### config.mk
export PLATFORM = sky130hd
export DESIGN_NAME = pic_cascade_init_sequencer
export DESIGN_NICKNAME = d
export VERILOG_FILES = /design/src/rtl/pic_seq_pkg.sv /design/src/rtl/pic_init_table.sv /design/src/rtl/pic_cascade_init_sequencer.sv
export SDC_FILE = /design/constraint.sdc
export NUM_CORES = 1
export LEC_CHECK = 0
export CAP_MARGIN = 20
export CORE_ASPECT_RATIO = 1.25
export CORE_MARGIN = 1.5
export CORE_UTILIZATION = 40
export CTS_CLUSTER_DIAMETER = 40
export DETAILED_ROUTE_END_ITERATION = 8
export SLEW_MARGIN = 25
export SYNTH_ARGS = -nofsm -noshare
export SYNTH_HDL_FRONTEND = slang
export SYNTH_SLANG_ARGS = --single-unit
### constraint.sdc
create_clock -name clk -period 2.2 [get_ports clk]
set_input_delay 0.55 -clock clk [delete_from_list [all_inputs] [get_ports clk]]
set_output_delay 0.55 -clock clk [all_outputs]
set_load 0.02 [all_outputs]
### src/rtl/pic_seq_pkg.sv
`default_nettype none
// ============================================================================
// pic_seq_pkg : shared types and ICW/OCW constants for the PIC init sequencer
// Revision    : 1.0
// ============================================================================
package pic_seq_pkg;

    typedef enum logic [2:0] {
        STEP_ICW1 = 3'd0,
        STEP_ICW2 = 3'd1,
        STEP_ICW3 = 3'd2,
        STEP_ICW4 = 3'd3,
        STEP_OCW1 = 3'd4,
        STEP_RDBK = 3'd5
    } step_t;

    typedef enum logic [2:0] {
        BUS_IDLE   = 3'd0,
        BUS_SETUP  = 3'd1,
        BUS_STROBE = 3'd2,
        BUS_HOLD   = 3'd3,
        BUS_GAP    = 3'd4
    } bus_state_t;

    localparam logic [7:0] ICW1_VAL      = 8'h11;
    // SNGL bit set: a lone master has no ICW3
    localparam logic [7:0] ICW1_SNGL_VAL = 8'h13;
    localparam logic [7:0] ICW4_MASTER   = 8'h00;
    localparam logic [7:0] ICW4_SLAVE    = 8'h02;
    localparam logic [7:0] OCW1_VAL      = 8'h00;

    function automatic step_t step_after(input step_t s);
        step_t r;
        case (s)
            STEP_ICW1: r = STEP_ICW2;
            STEP_ICW2: r = STEP_ICW3;
            STEP_ICW3: r = STEP_ICW4;
            STEP_ICW4: r = STEP_OCW1;
            STEP_OCW1: r = STEP_RDBK;
            default:   r = STEP_ICW1;
        endcase
        return r;
    endfunction

endpackage
`default_nettype wire

### src/rtl/pic_init_table.sv
`default_nettype none
// ============================================================================
// pic_init_table : (pic index, step) -> {data, a0, skip} for the init sequence
// Option         : PIC_INIT_READBACK_EN enables the readback step
// Revision       : 1.0
// ============================================================================
module pic_init_table
    import pic_seq_pkg::*;
#(
    parameter int         NUM_PICS    = 7,
    parameter logic [7:0] VECTOR_BASE = 8'h08
) (
    input  logic [2:0] pic_idx,
    input  step_t      step,
    output logic [7:0] data,
    output logic       a0,
    output logic       skip
);

    localparam int         c_mask_i      = (1 << (NUM_PICS - 1)) - 1;
    localparam logic [7:0] c_master_mask = c_mask_i[7:0];

    always_comb begin
        data = 8'h00;
        a0   = 1'b1;
        skip = 1'b0;
        case (step)
            STEP_ICW1: begin
                a0   = 1'b0;
                data = (NUM_PICS == 1) ? ICW1_SNGL_VAL : ICW1_VAL;
            end
            STEP_ICW2: data = VECTOR_BASE + {2'b00, pic_idx, 3'b000};
            STEP_ICW3: begin
                // master: one bit per attached slave; slave: its cascade ID
                data = (pic_idx == 3'd0) ? c_master_mask : {5'b00000, pic_idx - 3'd1};
                skip = (NUM_PICS == 1);
            end
            STEP_ICW4: data = (pic_idx == 3'd0) ? ICW4_MASTER : ICW4_SLAVE;
            STEP_OCW1: data = OCW1_VAL;
            STEP_RDBK: begin
`ifdef PIC_INIT_READBACK_EN
                skip = 1'b0;
`else
                skip = 1'b1;
`endif
            end
            default:   skip = 1'b1;
        endcase
    end

endmodule
`default_nettype wire

### src/rtl/pic_cascade_init_sequencer.sv
`default_nettype none
// ============================================================================
// pic_cascade_init_sequencer : programs a master 8259 plus cascaded slaves,
//                              then forwards single runtime OCW writes
// Option                     : PIC_INIT_READBACK_EN adds a readback cycle per PIC
// Revision                   : 1.0
// ============================================================================
module pic_cascade_init_sequencer
    import pic_seq_pkg::*;
#(
    parameter int         NUM_PICS    = 7,
    parameter int         SETUP_CYC   = 1,
    parameter int         WR_LOW_CYC  = 2,
    parameter int         HOLD_CYC    = 1,
    parameter logic [7:0] VECTOR_BASE = 8'h08
) (
    input  logic                clk,
    input  logic                rst,
    input  logic                start,
    output logic                busy,
    output logic                done,
    input  logic                wr_req,
    input  logic [2:0]          wr_pic,
    input  logic                wr_a0,
    input  logic [7:0]          wr_data,
    output logic                wr_ack,
    output logic                wr_err,
    output logic [NUM_PICS-1:0] cs_n,
    output logic                a0,
    output logic                wr_n,
    output logic [7:0]          d_out,
    output logic                d_oe
`ifdef PIC_INIT_READBACK_EN
    ,
    output logic                rd_n,
    input  logic [7:0]          d_in,
    output logic                init_err
`endif
);

    localparam int c_cnt_max = (SETUP_CYC > WR_LOW_CYC)
                             ? ((SETUP_CYC > HOLD_CYC) ? SETUP_CYC : HOLD_CYC)
                             : ((WR_LOW_CYC > HOLD_CYC) ? WR_LOW_CYC : HOLD_CYC);
    localparam int c_cnt_w   = (c_cnt_max > 1) ? $clog2(c_cnt_max) : 1;

    localparam logic [c_cnt_w-1:0] c_setup_last  = c_cnt_w'(SETUP_CYC - 1);
    localparam logic [c_cnt_w-1:0] c_strobe_last = c_cnt_w'(WR_LOW_CYC - 1);
    localparam logic [c_cnt_w-1:0] c_hold_last   = c_cnt_w'(HOLD_CYC - 1);

    bus_state_t          r_state,  w_state_d;
    logic [c_cnt_w-1:0]  r_cnt,    w_cnt_d;
    logic [2:0]          r_pic,    w_pic_d;
    step_t               r_step,   w_step_d;
    logic                r_fin,    w_fin_d;
    logic                r_busy,   w_busy_d;
    logic                r_done,   w_done_d;
    logic                r_wr_ack, w_wr_ack_d;
    logic                r_wr_err, w_wr_err_d;
    logic                r_pend,   w_pend_d;
    logic                r_rdbk,   w_rdbk_d;
    logic [NUM_PICS-1:0] r_cs_n,   w_cs_n_d;
    logic                r_a0,     w_a0_d;
    logic                r_wr_n,   w_wr_n_d;
    logic [7:0]          r_d_out,  w_d_out_d;
    logic                r_d_oe,   w_d_oe_d;
`ifdef PIC_INIT_READBACK_EN
    logic                r_rd_n,     w_rd_n_d;
    logic                r_init_err, w_init_err_d;
`endif

    logic [7:0]          w_tbl_data;
    logic                w_tbl_a0;
    logic                w_tbl_skip;
    logic                w_is_rdbk;
    logic [2:0]          w_adv_pic;
    step_t               w_adv_step;
    logic                w_adv_fin;
    logic [NUM_PICS-1:0] w_init_cs_n;
    logic [NUM_PICS-1:0] w_rt_cs_n;
    logic                w_pic_ok;
    logic                w_phase_last;
    logic                w_start_take;
    logic                w_load_init;
    logic                w_load_rt;

    // Table is addressed by the init pointer, which always names the next
    // write to launch; the bus outputs are registered, so the pointer may
    // move while a write is still on the bus.
    pic_init_table #(
        .NUM_PICS    (NUM_PICS),
        .VECTOR_BASE (VECTOR_BASE)
    ) u_table (
        .pic_idx (r_pic),
        .step    (r_step),
        .data    (w_tbl_data),
        .a0      (w_tbl_a0),
        .skip    (w_tbl_skip)
    );

    assign w_is_rdbk = (r_step == STEP_RDBK);
    assign w_pic_ok  = ({1'b0, wr_pic} < 4'(NUM_PICS));

    always_comb begin
        for (int i = 0; i < NUM_PICS; i++) begin
            w_init_cs_n[i] = (r_pic != 3'(i));
            w_rt_cs_n[i]   = (wr_pic != 3'(i));
        end
    end

    always_comb begin
        w_adv_pic  = r_pic;
        w_adv_fin  = 1'b0;
        w_adv_step = step_after(r_step);
        if (r_step == STEP_RDBK) begin
            if (r_pic == 3'(NUM_PICS - 1)) begin
                w_adv_fin = 1'b1;
            end else begin
                w_adv_pic = r_pic + 3'd1;
            end
        end
    end

    always_comb begin
        case (r_state)
            BUS_SETUP:  w_phase_last = (r_cnt == c_setup_last);
            BUS_STROBE: w_phase_last = (r_cnt == c_strobe_last);
            BUS_HOLD:   w_phase_last = (r_cnt == c_hold_last);
            default:    w_phase_last = 1'b1;
        endcase
    end

    always_comb begin
        w_state_d    = r_state;
        w_cnt_d      = r_cnt;
        w_pic_d      = r_pic;
        w_step_d     = r_step;
        w_fin_d      = r_fin;
        w_busy_d     = r_busy;
        w_done_d     = 1'b0;
        w_wr_ack_d   = 1'b0;
        w_wr_err_d   = 1'b0;
        w_pend_d     = r_pend;
        w_rdbk_d     = r_rdbk;
        w_cs_n_d     = r_cs_n;
        w_a0_d       = r_a0;
        w_wr_n_d     = r_wr_n;
        w_d_out_d    = r_d_out;
        w_d_oe_d     = r_d_oe;
`ifdef PIC_INIT_READBACK_EN
        w_rd_n_d     = r_rd_n;
        w_init_err_d = r_init_err;
`endif
        w_start_take = 1'b0;
        w_load_init  = 1'b0;
        w_load_rt    = 1'b0;

        case (r_state)
            BUS_IDLE: begin
                if (start && !r_busy) begin
                    w_start_take = 1'b1;
                end else if (wr_req && !r_busy && !r_wr_ack) begin
                    // r_wr_ack blocks the still-high request of the ack cycle
                    if (w_pic_ok) begin
                        w_load_rt = 1'b1;
                    end else begin
                        w_wr_ack_d = 1'b1;
                        w_wr_err_d = 1'b1;
                    end
                end
            end
            BUS_SETUP: begin
                if (w_phase_last) begin
                    w_state_d = BUS_STROBE;
                    w_cnt_d   = '0;
`ifdef PIC_INIT_READBACK_EN
                    if (r_rdbk) w_rd_n_d = 1'b0;
                    else        w_wr_n_d = 1'b0;
`else
                    w_wr_n_d  = 1'b0;
`endif
                end else begin
                    w_cnt_d = r_cnt + c_cnt_w'(1);
                end
            end
            BUS_STROBE: begin
                if (w_phase_last) begin
                    w_state_d = BUS_HOLD;
                    w_cnt_d   = '0;
                    w_wr_n_d  = 1'b1;
`ifdef PIC_INIT_READBACK_EN
                    w_rd_n_d  = 1'b1;
                    if (r_rdbk && (d_in != 8'h00)) w_init_err_d = 1'b1;
`endif
                    if (r_busy) begin
                        w_pic_d  = w_adv_pic;
                        w_step_d = w_adv_step;
                        w_fin_d  = w_adv_fin;
                    end
                end else begin
                    w_cnt_d = r_cnt + c_cnt_w'(1);
                end
            end
            BUS_HOLD: begin
                if (w_phase_last) begin
                    w_state_d = BUS_GAP;
                    w_cs_n_d  = '1;
                    w_d_oe_d  = 1'b0;
                    w_a0_d    = 1'b1;
                    w_d_out_d = 8'h00;
                    w_rdbk_d  = 1'b0;
                    // second advance steps over a step the table marks unused
                    if (r_busy && !r_fin && w_tbl_skip) begin
                        w_pic_d  = w_adv_pic;
                        w_step_d = w_adv_step;
                        w_fin_d  = w_adv_fin;
                    end
                end else begin
                    w_cnt_d = r_cnt + c_cnt_w'(1);
                end
            end
            BUS_GAP: begin
                if (r_busy) begin
                    if (r_fin) begin
                        w_state_d = BUS_IDLE;
                        w_done_d  = 1'b1;
                        w_busy_d  = 1'b0;
                        w_pic_d   = 3'd0;
                        w_step_d  = STEP_ICW1;
                        w_fin_d   = 1'b0;
                    end else begin
                        w_load_init = 1'b1;
                    end
                end else begin
                    w_wr_ack_d = 1'b1;
                    if (r_pend || start) begin
                        w_start_take = 1'b1;
                    end else begin
                        w_state_d = BUS_IDLE;
                    end
                end
            end
            default: w_state_d = BUS_IDLE;
        endcase

        if (start && !r_busy && !w_start_take && (r_state != BUS_IDLE)) begin
            w_pend_d = 1'b1;
        end

        if (w_start_take) begin
            w_busy_d     = 1'b1;
            w_pend_d     = 1'b0;
            w_load_init  = 1'b1;
`ifdef PIC_INIT_READBACK_EN
            w_init_err_d = 1'b0;
`endif
        end

        if (w_load_init) begin
            w_state_d = BUS_SETUP;
            w_cnt_d   = '0;
            w_cs_n_d  = w_init_cs_n;
            w_a0_d    = w_tbl_a0;
            w_d_out_d = w_is_rdbk ? 8'h00 : w_tbl_data;
            w_d_oe_d  = !w_is_rdbk;
            w_rdbk_d  = w_is_rdbk;
        end

        if (w_load_rt) begin
            w_state_d = BUS_SETUP;
            w_cnt_d   = '0;
            w_cs_n_d  = w_rt_cs_n;
            w_a0_d    = wr_a0;
            w_d_out_d = wr_data;
            w_d_oe_d  = 1'b1;
            w_rdbk_d  = 1'b0;
        end
    end

    always_ff @(posedge clk) begin
        if (rst) begin
            r_state    <= BUS_IDLE;
            r_cnt      <= '0;
            r_pic      <= 3'd0;
            r_step     <= STEP_ICW1;
            r_fin      <= 1'b0;
            r_busy     <= 1'b0;
            r_done     <= 1'b0;
            r_wr_ack   <= 1'b0;
            r_wr_err   <= 1'b0;
            r_pend     <= 1'b0;
            r_rdbk     <= 1'b0;
            r_cs_n     <= '1;
            r_a0       <= 1'b1;
            r_wr_n     <= 1'b1;
            r_d_out    <= 8'h00;
            r_d_oe     <= 1'b0;
`ifdef PIC_INIT_READBACK_EN
            r_rd_n     <= 1'b1;
            r_init_err <= 1'b0;
`endif
        end else begin
            r_state    <= w_state_d;
            r_cnt      <= w_cnt_d;
            r_pic      <= w_pic_d;
            r_step     <= w_step_d;
            r_fin      <= w_fin_d;
            r_busy     <= w_busy_d;
            r_done     <= w_done_d;
            r_wr_ack   <= w_wr_ack_d;
            r_wr_err   <= w_wr_err_d;
            r_pend     <= w_pend_d;
            r_rdbk     <= w_rdbk_d;
            r_cs_n     <= w_cs_n_d;
            r_a0       <= w_a0_d;
            r_wr_n     <= w_wr_n_d;
            r_d_out    <= w_d_out_d;
            r_d_oe     <= w_d_oe_d;
`ifdef PIC_INIT_READBACK_EN
            r_rd_n     <= w_rd_n_d;
            r_init_err <= w_init_err_d;
`endif
        end
    end

    assign busy   = r_busy;
    assign done   = r_done;
    assign wr_ack = r_wr_ack;
    assign wr_err = r_wr_err;
    assign cs_n   = r_cs_n;
    assign a0     = r_a0;
    assign wr_n   = r_wr_n;
    assign d_out  = r_d_out;
    assign d_oe   = r_d_oe;
`ifdef PIC_INIT_READBACK_EN
    assign rd_n     = r_rd_n;
    assign init_err = r_init_err;
`endif

endmodule
`default_nettype wire

* Word-level counts from Yosys, hierarchy flattened
Index checks and enable logic that the tools add are counted.
W data, S select, Z words.
** Word-level totals
- Register bits after elaboration :: 34
- Input bits :: 16
- Output and inout port bits :: 22
- Logic and storage cells :: 180
** Operators by class
- Order comparisons :: 1
- Add/sub/neg operators :: 4
- Equal/unequal tests :: 38
- Reductions and logical operators :: 39
- Bitwise logic cells :: 4
- Mux-type cells :: 78
** Operator list (number)
- $mux W3 :: 17
- $mux W8 :: 5
- $mux W1 :: 39
- $pmux W8 S4 :: 1
- $pmux W3 S5 :: 2
- $mux W7 :: 4
- $ne A3 B3 Y1 const B :: 9
- $pmux W3 S3 :: 2
- $reduce_and A6 Y1 :: 3
- $reduce_bool A3 Y1 :: 6
- $ne A2 B2 Y1 const B :: 8
- $eq A3 B2 Y1 const B :: 4
- $eq A3 B3 Y1 const B :: 4
- $ne A3 B2 Y1 const B :: 4
- $ne A4 B4 Y1 const B :: 3
- $ne A5 B5 Y1 const B :: 2
- $pmux W1 S2 :: 5
- $logic_not A3 Y1 :: 3
- $reduce_or A2 Y1 :: 4
- $add A4 B6 Y7 const A :: 1
- $logic_and A1 B1 Y1 :: 7
- $reduce_and A7 Y1 :: 1
- $eq A3 B1 Y1 const B :: 2
- $mux W6 :: 1
- other kinds (15) :: 27

* Logic depth before layout (Yosys ltp)
Gate-level depths: netlist (run 1).
- Depth after elaboration :: 8
- Mapped depth :: 8
- Depth with buffers taken out :: 7

* Modules after synthesis
A second synthesis (run 1) with hierarchy kept.
** Unflattened totals
- Cells, all modules :: 232
- Area, all modules :: 1981.9 µm²
** Modules (own cells, without submodules)
- pic_cascade_init_sequencer :: sequential area each 680.7 µm², cells an instance 199, area an instance 1732.9 µm², instances 1
- pic_init_table :: sequential area each 0.0 µm², cells an instance 33, area an instance 249.0 µm², instances 1

* Least setup slack after synthesis (run 1)
No wires, ideal clock.
- Path type :: input to register
- Start :: input port wr_req
- End :: register r_cs_n[4], in the netlist cs_n[4]
- Path slack :: 0.184 ns
- Path buffers :: 1
- Library setup time :: 0.120 ns
- Stages on the path :: 6
- Arrival :: 1.896 ns
- Required time :: 2.080 ns
- Cells stage by stage :: or4b_4 -> or2_1 -> buf_6 -> nor4b_4 -> a311oi_1 -> a211o_1
** On the way
- Word-level cells in the longest chain between the ends :: 7
- Elaborated cells on any way between the ends :: 9
- Those cells by class :: mux: 4; reduce/logical: 5
** RTL lines
- start: declaration :: line pic_cascade_init_sequencer.sv:22 : input logic wr_req,
- $logic_and A1 B1 Y1 * (2 in a row) :: line pic_cascade_init_sequencer.sv:161 : end else if (wr_req && !r_busy && !r_wr_ack) begin
- $mux W1 * :: line pic_cascade_init_sequencer.sv:161
- $mux W1 * :: line pic_cascade_init_sequencer.sv:159 : if (start && !r_busy) begin
- $mux W1 * :: line pic_cascade_init_sequencer.sv:157 : case (r_state)
- $reduce_bool A3 Y1 (no line)
- $reduce_and A2 Y1 (no line)
- end signal: assignment :: line pic_cascade_init_sequencer.sv:313 : r_cs_n <= w_cs_n_d;
- end: declaration :: line pic_cascade_init_sequencer.sv:61 : logic [NUM_PICS-1:0] r_cs_n, w_cs_n_d;
Every way passes the cells marked *; elsewhere a longest branch is shown, timed or not.
A chain may end at the register's enable or synchronous reset.

* Final worst setup path (run 1)
- Start :: input port wr_pic[0]
- End :: register r_cs_n[5], in the netlist cs_n[5]
** On the way
- Word-level cells in the longest chain between the ends :: 7
- Elaborated cells on any way between the ends :: 10
- Those cells by class :: order compare: 1; eq/ne: 1; mux: 5; reduce/logical: 3
** RTL lines
- start: declaration :: line pic_cascade_init_sequencer.sv:23 : input logic [2:0] wr_pic,
- $lt A3 B3 Y1 :: line pic_cascade_init_sequencer.sv:101 : assign w_pic_ok = ({1'b0, wr_pic} < 4'(NUM_PICS));
- $mux W1 :: line pic_cascade_init_sequencer.sv:163 : if (w_pic_ok) begin
- $mux W1 :: line pic_cascade_init_sequencer.sv:161
- $mux W1 :: line pic_cascade_init_sequencer.sv:159
- $mux W1 :: line pic_cascade_init_sequencer.sv:157
- $reduce_bool A3 Y1 (no line)
- $reduce_and A2 Y1 (no line)
Parallel ways exist; a longest one is shown, timed or not.

==> impl_results.md, run 1 <==
- Outcome: complete, no violations
- Number of sinks handled by clock tree synthesis: 34
- Cell area after technology mapping: 1880 µm²
- DRC errors left: 0
- Fraction of final layout cells sized beyond drive strength 1: 18.1%
- Area of the core region: 4460 µm²
- Clk_lat worst skew: 0.29 ns
- Die Footprint: 5110 µm²
- Clock transition at the register clock pins on the worst setup and hold paths after CTS: 0.07 ns
- Final Hold Vio Count: 0
- Routed wire per std cell: 14.4 µm
- Area growth, synth to finish: 38.8%
- Overall die height: 79.6 µm
- Worst vdd ir: 380 µV
- Worst-path maximum fanout: 8
- Total congestion overflow after global routing: 0
- Wire length of the first global-routing pass: 7800 µm
- Post-route worst hold slack: 0.466 ns
- Slew of the pin with the lowest slew margin: 0.436 ns
- Number of synthesized register bits: 34
- Top_reg_cell synth: sky130_fd_sc_hd__dfxtp_1
- Leakage dissipation: 0.989 nW
- Clock tree from TritonCTS: yes
- Initial Utilization: 42.1%
- Number of slew-limit violations in the final report: 0
- Global Route Usage Sum: 19.6%
- Total number of nets in the final design: 304
- Worst Hold Class: reg2reg
- Final clock skew: 0.00554 ns
- Pwr Total: 2.22 mW
- RSZ-0062 raised after global routing: false
- Buffers added on ports: 37
- Post-synth EDFFs: 0
- Pin count of the biggest net entering global routing: 17
- Kind of critical path: in2reg
- Post-route fraction of the period consumed by the critical path: 94.0%
- Horizontal die dimension: 64.2 µm
- Finished Cell Area: 2600 µm²
- Synth area leader: sky130_fd_sc_hd__dfxtp_1
- Routed wire length: 4910 µm
- Number of rows in the core area: 27
- First-pass detailed-route iteration total: 4
- Worst relative slew slack: 70.8%
- Distinct cell type count of the synthesized netlist: 54
- Share of the core filled with cells: 58.4%
- Post-synth top area share: 36.3%
- Maximum buffer depth of the clock tree: 2
- Reg2Reg Setup Slack: 0.15 ns
- Final antenna-violating net count: 0
- Number of H-tree levels: 2
- Number of warnings issued by yosys: 0
- Critical path endpoint category: flip-flop
- Setup TNS: 0 ns
- Critical path arrival: 2.25 ns
- Maxcap violations: 0
- Via count of the first global-routing pass: 1,670
- Ratio of total power to cell area: 853 nW/µm²
- DR vias: 1,842
- Routed vias/inst: 5.42
- Number of antenna cells inserted: 0
- Most common library cell in the layout ignoring fill and taps: sky130_fd_sc_hd__clkdlybuf4s50_1
- Number of buffers inserted during clock tree synthesis: 5
- Share of synthesized registers carrying an async set or reset: 0%
- Min cycle time layout: 2.07 ns
- I/O pin count: 38
- Commonest cells after routing, fill and taps aside: sky130_fd_sc_hd__clkdlybuf4s50_1 (35), sky130_fd_sc_hd__dfxtp_1 (34), sky130_fd_sc_hd__nor2_1 (26)
- Worst Path Required: 2.38 ns
- Post-Place Cell Area: 2420 µm²
- Initial antenna violation count: 0
- Synthesized instance count: 228
- Iter 0 DRT Violations: 45
- Total nets after synthesis: 250
- Startpoint kind of the worst setup timing path: input port
- Per-instance average area after synthesis: 8.23 µm²
- DP Wirelength: 3560 µm
- Library cell used as clock root buffer: sky130_fd_sc_hd__clkbuf_8
- Top achievable clock speed: 483 MHz
- Final count of negative-setup-slack endpoints: 0
- Cells taking the most area after synthesis: sky130_fd_sc_hd__dfxtp_1 (36%), sky130_fd_sc_hd__a21oi_1 (5.3%), sky130_fd_sc_hd__nor2_1 (5.2%)
- Number of buffers inserted for hold repair after clock tree synthesis: 0
- Portion of the post-synthesis area used by sequential elements: 36.3%
- GP Congestion: 0.822
-- layer usage --
metal | GRT usage [%] | up-vias | share of wire, %
met3 | 4.09 | 8 | 3.2
li1 | - | 933 | -
met2 | 33.0 | 39 | 48
met4 | 8.09 | 0 | 1.8
met1 | 24.2 | 862 | 47
met5 | 0 | - | 0
-- metrics by stage --
stage          setup WS, ns  std cells
3_3_place_gp         -0.388        328
2_1_floorplan         0.184        228
3_5_place_dp         -0.443        328
6_report              0.131        340
5_1_grt              0.0144        340
4_1_cts             -0.0155        337
-- critical path, stage by stage --
cell and delay [ns]:
sky130_fd_sc_hd__clkdlybuf4s50_1 0.48, sky130_fd_sc_hd__nand3_1 0.16, sky130_fd_sc_hd__nor3b_4 0.23, sky130_fd_sc_hd__or3_2 0.59, sky130_fd_sc_hd__o32ai_1 0.15, sky130_fd_sc_hd__nand2_1 0.07
-- flip-flops by register name, summed over array words and instances (netlist names) --
name     cells
wr_err       1
r_pic        3
r_state      3
wr_n         1
a0           1
d_out        8
cs_n         7
r_step       3
done         1
r_fin        1
r_pend       1
d_oe         1
wr_ack       1
busy         1
r_cnt        1
-- power breakdown --
| part | total, mW | switching [mW] | internal [mW] | leakage (nW) |
|---|---|---|---|---|
| logic | 0.998 | 0.494 | 0.504 | 0.673 |
| clock network | 0.444 | 0.226 | 0.218 | 0.0383 |
| registers | 0.779 | 0.0618 | 0.717 | 0.278 |
-- cells in the mapped netlist, drive strengths merged (3+ instances only) --
| cell type | number |
|---|---|
| nor2b | 4 |
| inv | 10 |
| a32oi | 3 |
| dfxtp | 34 |
| buf | 12 |
| or3 | 5 |
| nor2 | 26 |
| nand2b | 4 |
| ha | 6 |
| nor3b | 7 |
| o21ai | 11 |
| nor3 | 13 |
| a21oi | 20 |
| a211oi | 4 |
| nand3b | 3 |
| o311ai | 3 |
| nand2 | 16 |
| clkbuf | 7 |
| a221oi | 5 |
| nand3 | 3 |
-- layout make-up --
cell class	count	area (µm²)
Clock buffer	7	76.3
Fill cell	443	1860
Inverter	10	37.5
Multi-Input combinational cell	166	1130
Sequential cell	34	681
Tap cell	58	72.6
Timing Repair Buffer	65	607
-- kinds of logic after synthesis --
kind of cell	after synthesis	synth area share, %
and+or+nand+nor	93	28.1
AOI/OAI and AO/OA	63	22.3
xor gates and xnor gates	1	0.467
DFF	34	36.3
muxes	2	1.13
buffers and inverters	29	7.67
adders and majority gates	6	4.00
-- worst paths after layout --
path / start / end / cells past startpoint
worst min-delay path: cs_n[1] / cs_n[1] / 2
worst max-delay path: wr_pic[0] / cs_n[5] / 6
worst min register to register: cs_n[1] / cs_n[1] / 2
worst max register to register: r_state[2] / cs_n[6] / 6
-- what timing repair did --
action,CTS,global route
hold endpoints to repair,0,0
setup buffers,2,2
gates resized for setup,4,14
setup endpoints to repair,16,17
pin swaps,2,7
gates cloned,0,2
Note: power is estimated with default switching activity, not from simulation.
==> run 2, diff against run 1 <==
--- a/config.mk
+++ b/config.mk
@@ -6,7 +6,7 @@
 export NUM_CORES = 1
 export LEC_CHECK = 0
 export CAP_MARGIN = 20
-export CORE_ASPECT_RATIO = 1.25
+export CORE_ASPECT_RATIO = 2
 export CORE_MARGIN = 1.5
 export CORE_UTILIZATION = 40
 export CTS_CLUSTER_DIAMETER = 40
==> impl_results.md, run 2 (synthesized netlist as in run 1, its figures left out) <==
- Outcome: complete, no violations
- Worst-path maximum fanout: 10 (+2)
- Clk_lat worst skew: 0.29 ns (about the same)
- Worst Path Required: 2.37 ns (about the same)
- DR vias: 1,909 (+3.6%)
- Initial antenna violation count: 0 (unchanged)
- Global Route Usage Sum: 21.7% (+2.0 points)
- Critical path arrival: 2.35 ns (+0.10 ns)
- Pin count of the biggest net entering global routing: 20 (+3)
- Maximum buffer depth of the clock tree: 2 (unchanged)
- GP Congestion: 0.844 (+2.7%)
- Area occupied by multi-input gates: 1130 µm² (+0.33%)
- Final Hold Vio Count: 0 (unchanged)
- Ratio of total power to cell area: 855 nW/µm² (+0.30%)
- Final antenna-violating net count: 0 (unchanged)
- Critical path endpoint category: flip-flop
- Worst relative slew slack: 67.8% (-3.0 points)
- Switching portion of total power: 34.9% (-0.28 points)
- Wire length of the first global-routing pass: 8380 µm (+7.3%)
- Relative contribution of sequential cells to total power: 34.0% (-1.1 points)
- Post-route fraction of the period consumed by the critical path: 99.3% (+5.3 points)
- Maxcap violations: 0 (unchanged)
- Fraction of final layout cells sized beyond drive strength 1: 21.8% (+3.7 points)
- I/O pin count: 38 (unchanged)
- Setup TNS: 0 ns (unchanged)
- Buffers added on ports: 37 (unchanged)
- Worst vdd ir: 589 µV (+55%)
- Cell internal power dissipation: 1.49 mW (+3.2%)
- Library cell used as clock root buffer: sky130_fd_sc_hd__clkbuf_8
- Initial Utilization: 41.2% (-0.88 points)
- Post-route worst hold slack: 0.470 ns (+0.00357 ns)
- Iter 0 DRT Violations: 32 (-29%)
- First-pass detailed-route iteration total: 4 (unchanged)
- Routed wire per std cell: 15.2 µm (+5.5%)
- Slew of the pin with the lowest slew margin: 0.482 ns (+0.0457 ns)
- Die Footprint: 5130 µm² (+0.44%)
- Kind of critical path: in2reg
- Overall die height: 99.8 µm (+25%)
- Number of antenna cells inserted: 0 (unchanged)
- Leakage dissipation: 1.00 nW (+1.5%)
- Commonest cells after routing, fill and taps aside: sky130_fd_sc_hd__clkdlybuf4s50_1 (36), sky130_fd_sc_hd__dfxtp_1 (34), sky130_fd_sc_hd__buf_4 (32)
- Final clock skew: 0.00617 ns (+0.000633 ns)
- DP Wirelength: 3910 µm (+10%)
- Number of buffers inserted during clock tree synthesis: 5 (unchanged)
- Number of slew-limit violations in the final report: 0 (unchanged)
- Total number of nets in the final design: 310 (+2.0%)
- P_sw: 0.797 mW (+2.0%)
- Via count of the first global-routing pass: 1,788 (+7.1%)
- Horizontal die dimension: 51.4 µm (-20%)
- Worst Hold Class: reg2reg
- Final count of negative-setup-slack endpoints: 0 (unchanged)
- Number of rows in the core area: 35 (+30%)
- Max FFs per register: 8 (unchanged)
- Routed vias/inst: 5.55 (+2.4%)
- Number of H-tree levels: 2 (unchanged)
- Top achievable clock speed: 458 MHz (-5.3%)
- Clock tree from TritonCTS: yes
- Area of the core region: 4550 µm² (+2.1%)
- Clock transition at the register clock pins on the worst setup and hold paths after CTS: 0.07 ns (about the same)
- Number of sinks handled by clock tree synthesis: 34 (unchanged)
- Filler Cell Count: 428 (-3.4%)
- Footprint of the flip-flops and latches: 681 µm² (unchanged)
- Total congestion overflow after global routing: 0 (unchanged)
- Most common library cell in the layout ignoring fill and taps: sky130_fd_sc_hd__clkdlybuf4s50_1
- RSZ-0062 raised after global routing: true
- Clock network fraction of total power: 21.2% (+1.2 points)
- Startpoint kind of the worst setup timing path: input port
- Min cycle time layout: 2.19 ns (+0.116 ns)
- Routed wire length: 5240 µm (+6.8%)
- Area growth, synth to finish: 42.2%
- DRC errors left: 0 (unchanged)
- Logic gate share of total power: 44.7% (-0.2 points)
## run 2: changes by cell type in the layout (fill, tap and decap cells not counted), sizes merged
cell           previous run  this run
buf                      28        35
clkdlybuf4s50            35        36
clkinv                    0         1
dlymetal6s2s              2         1
or3                       6         5
## run 2: layout make-up
class | instances | share of cell area [%]
clock buffers | 7 | 3.24
clock inverters | 1 | 0.188
inverters | 10 | 1.41
flip-flops and latches | 34 | 25.5
repair buffers | 72 | 24.6
well taps | 55 | 2.58
multi-input cells | 165 | 42.5
## run 2: final timing paths
kind	start	endpoint	slack, ns	cells after the start
setup / recovery	wr_req	cs_n[2]	0.01	8
hold / removal	cs_n[1]	cs_n[1]	0.47	2
hold reg to reg	cs_n[1]	cs_n[1]	0.47	2
setup reg to reg	r_state[0]	r_step[2]	0.11	7
## run 2: worst max-delay path, stage by stage
cell	delay, ns
sky130_fd_sc_hd__clkdlybuf4s50_1	0.47
sky130_fd_sc_hd__or4b_4	0.50
sky130_fd_sc_hd__nor3b_4	0.24
sky130_fd_sc_hd__buf_4	0.16
sky130_fd_sc_hd__nor3_4	0.07
sky130_fd_sc_hd__buf_4	0.17
sky130_fd_sc_hd__a21oi_1	0.13
sky130_fd_sc_hd__nand2_1	0.06
## run 2: metrics by stage
step	instance area, µm²	utilization [%]	total power, mW	cells	setup slack (ns)
5_1_grt	2670	58.6	2.42	344	-0.0583
6_report	2670	58.6	2.28	344	0.0149
3_3_place_gp	2440	53.6	1.70	330	-0.651
3_5_place_dp	2440	53.7	1.71	330	-0.444
4_1_cts	2580	56.7	2.22	341	-0.000596
2_1_floorplan	1880	-	1.32	228	0.184
## run 2: power by group through the flow
stage / sequential (mW) / combinational [mW] / clock, mW
after detailed placement: 0.789 / 0.918 / 0
after global placement: 0.786 / 0.912 / 0
after CTS: 0.777 / 0.950 / 0.497
after floorplan: 0.887 / 0.432 / 0
after global routing: 0.786 / 1.11 / 0.520
final: 0.776 / 1.02 / 0.485
## run 2: per-layer routing
metal  vias to the layer above  wire (µm)  GRT usage, %
li1                        951          -             -
met1                       900       2020          23.9
met2                        46       2890          37.5
met3                        12        145          3.42
met4                         0        186          13.0
met5                         -          0             0
## run 2: timing repair
item                       4_1_cts  5_1_grt
gates resized for setup          5       12
pin swaps                        1        8
hold buffers                     0        0
buffers inserted                 3        3
setup endpoints to repair       15       14
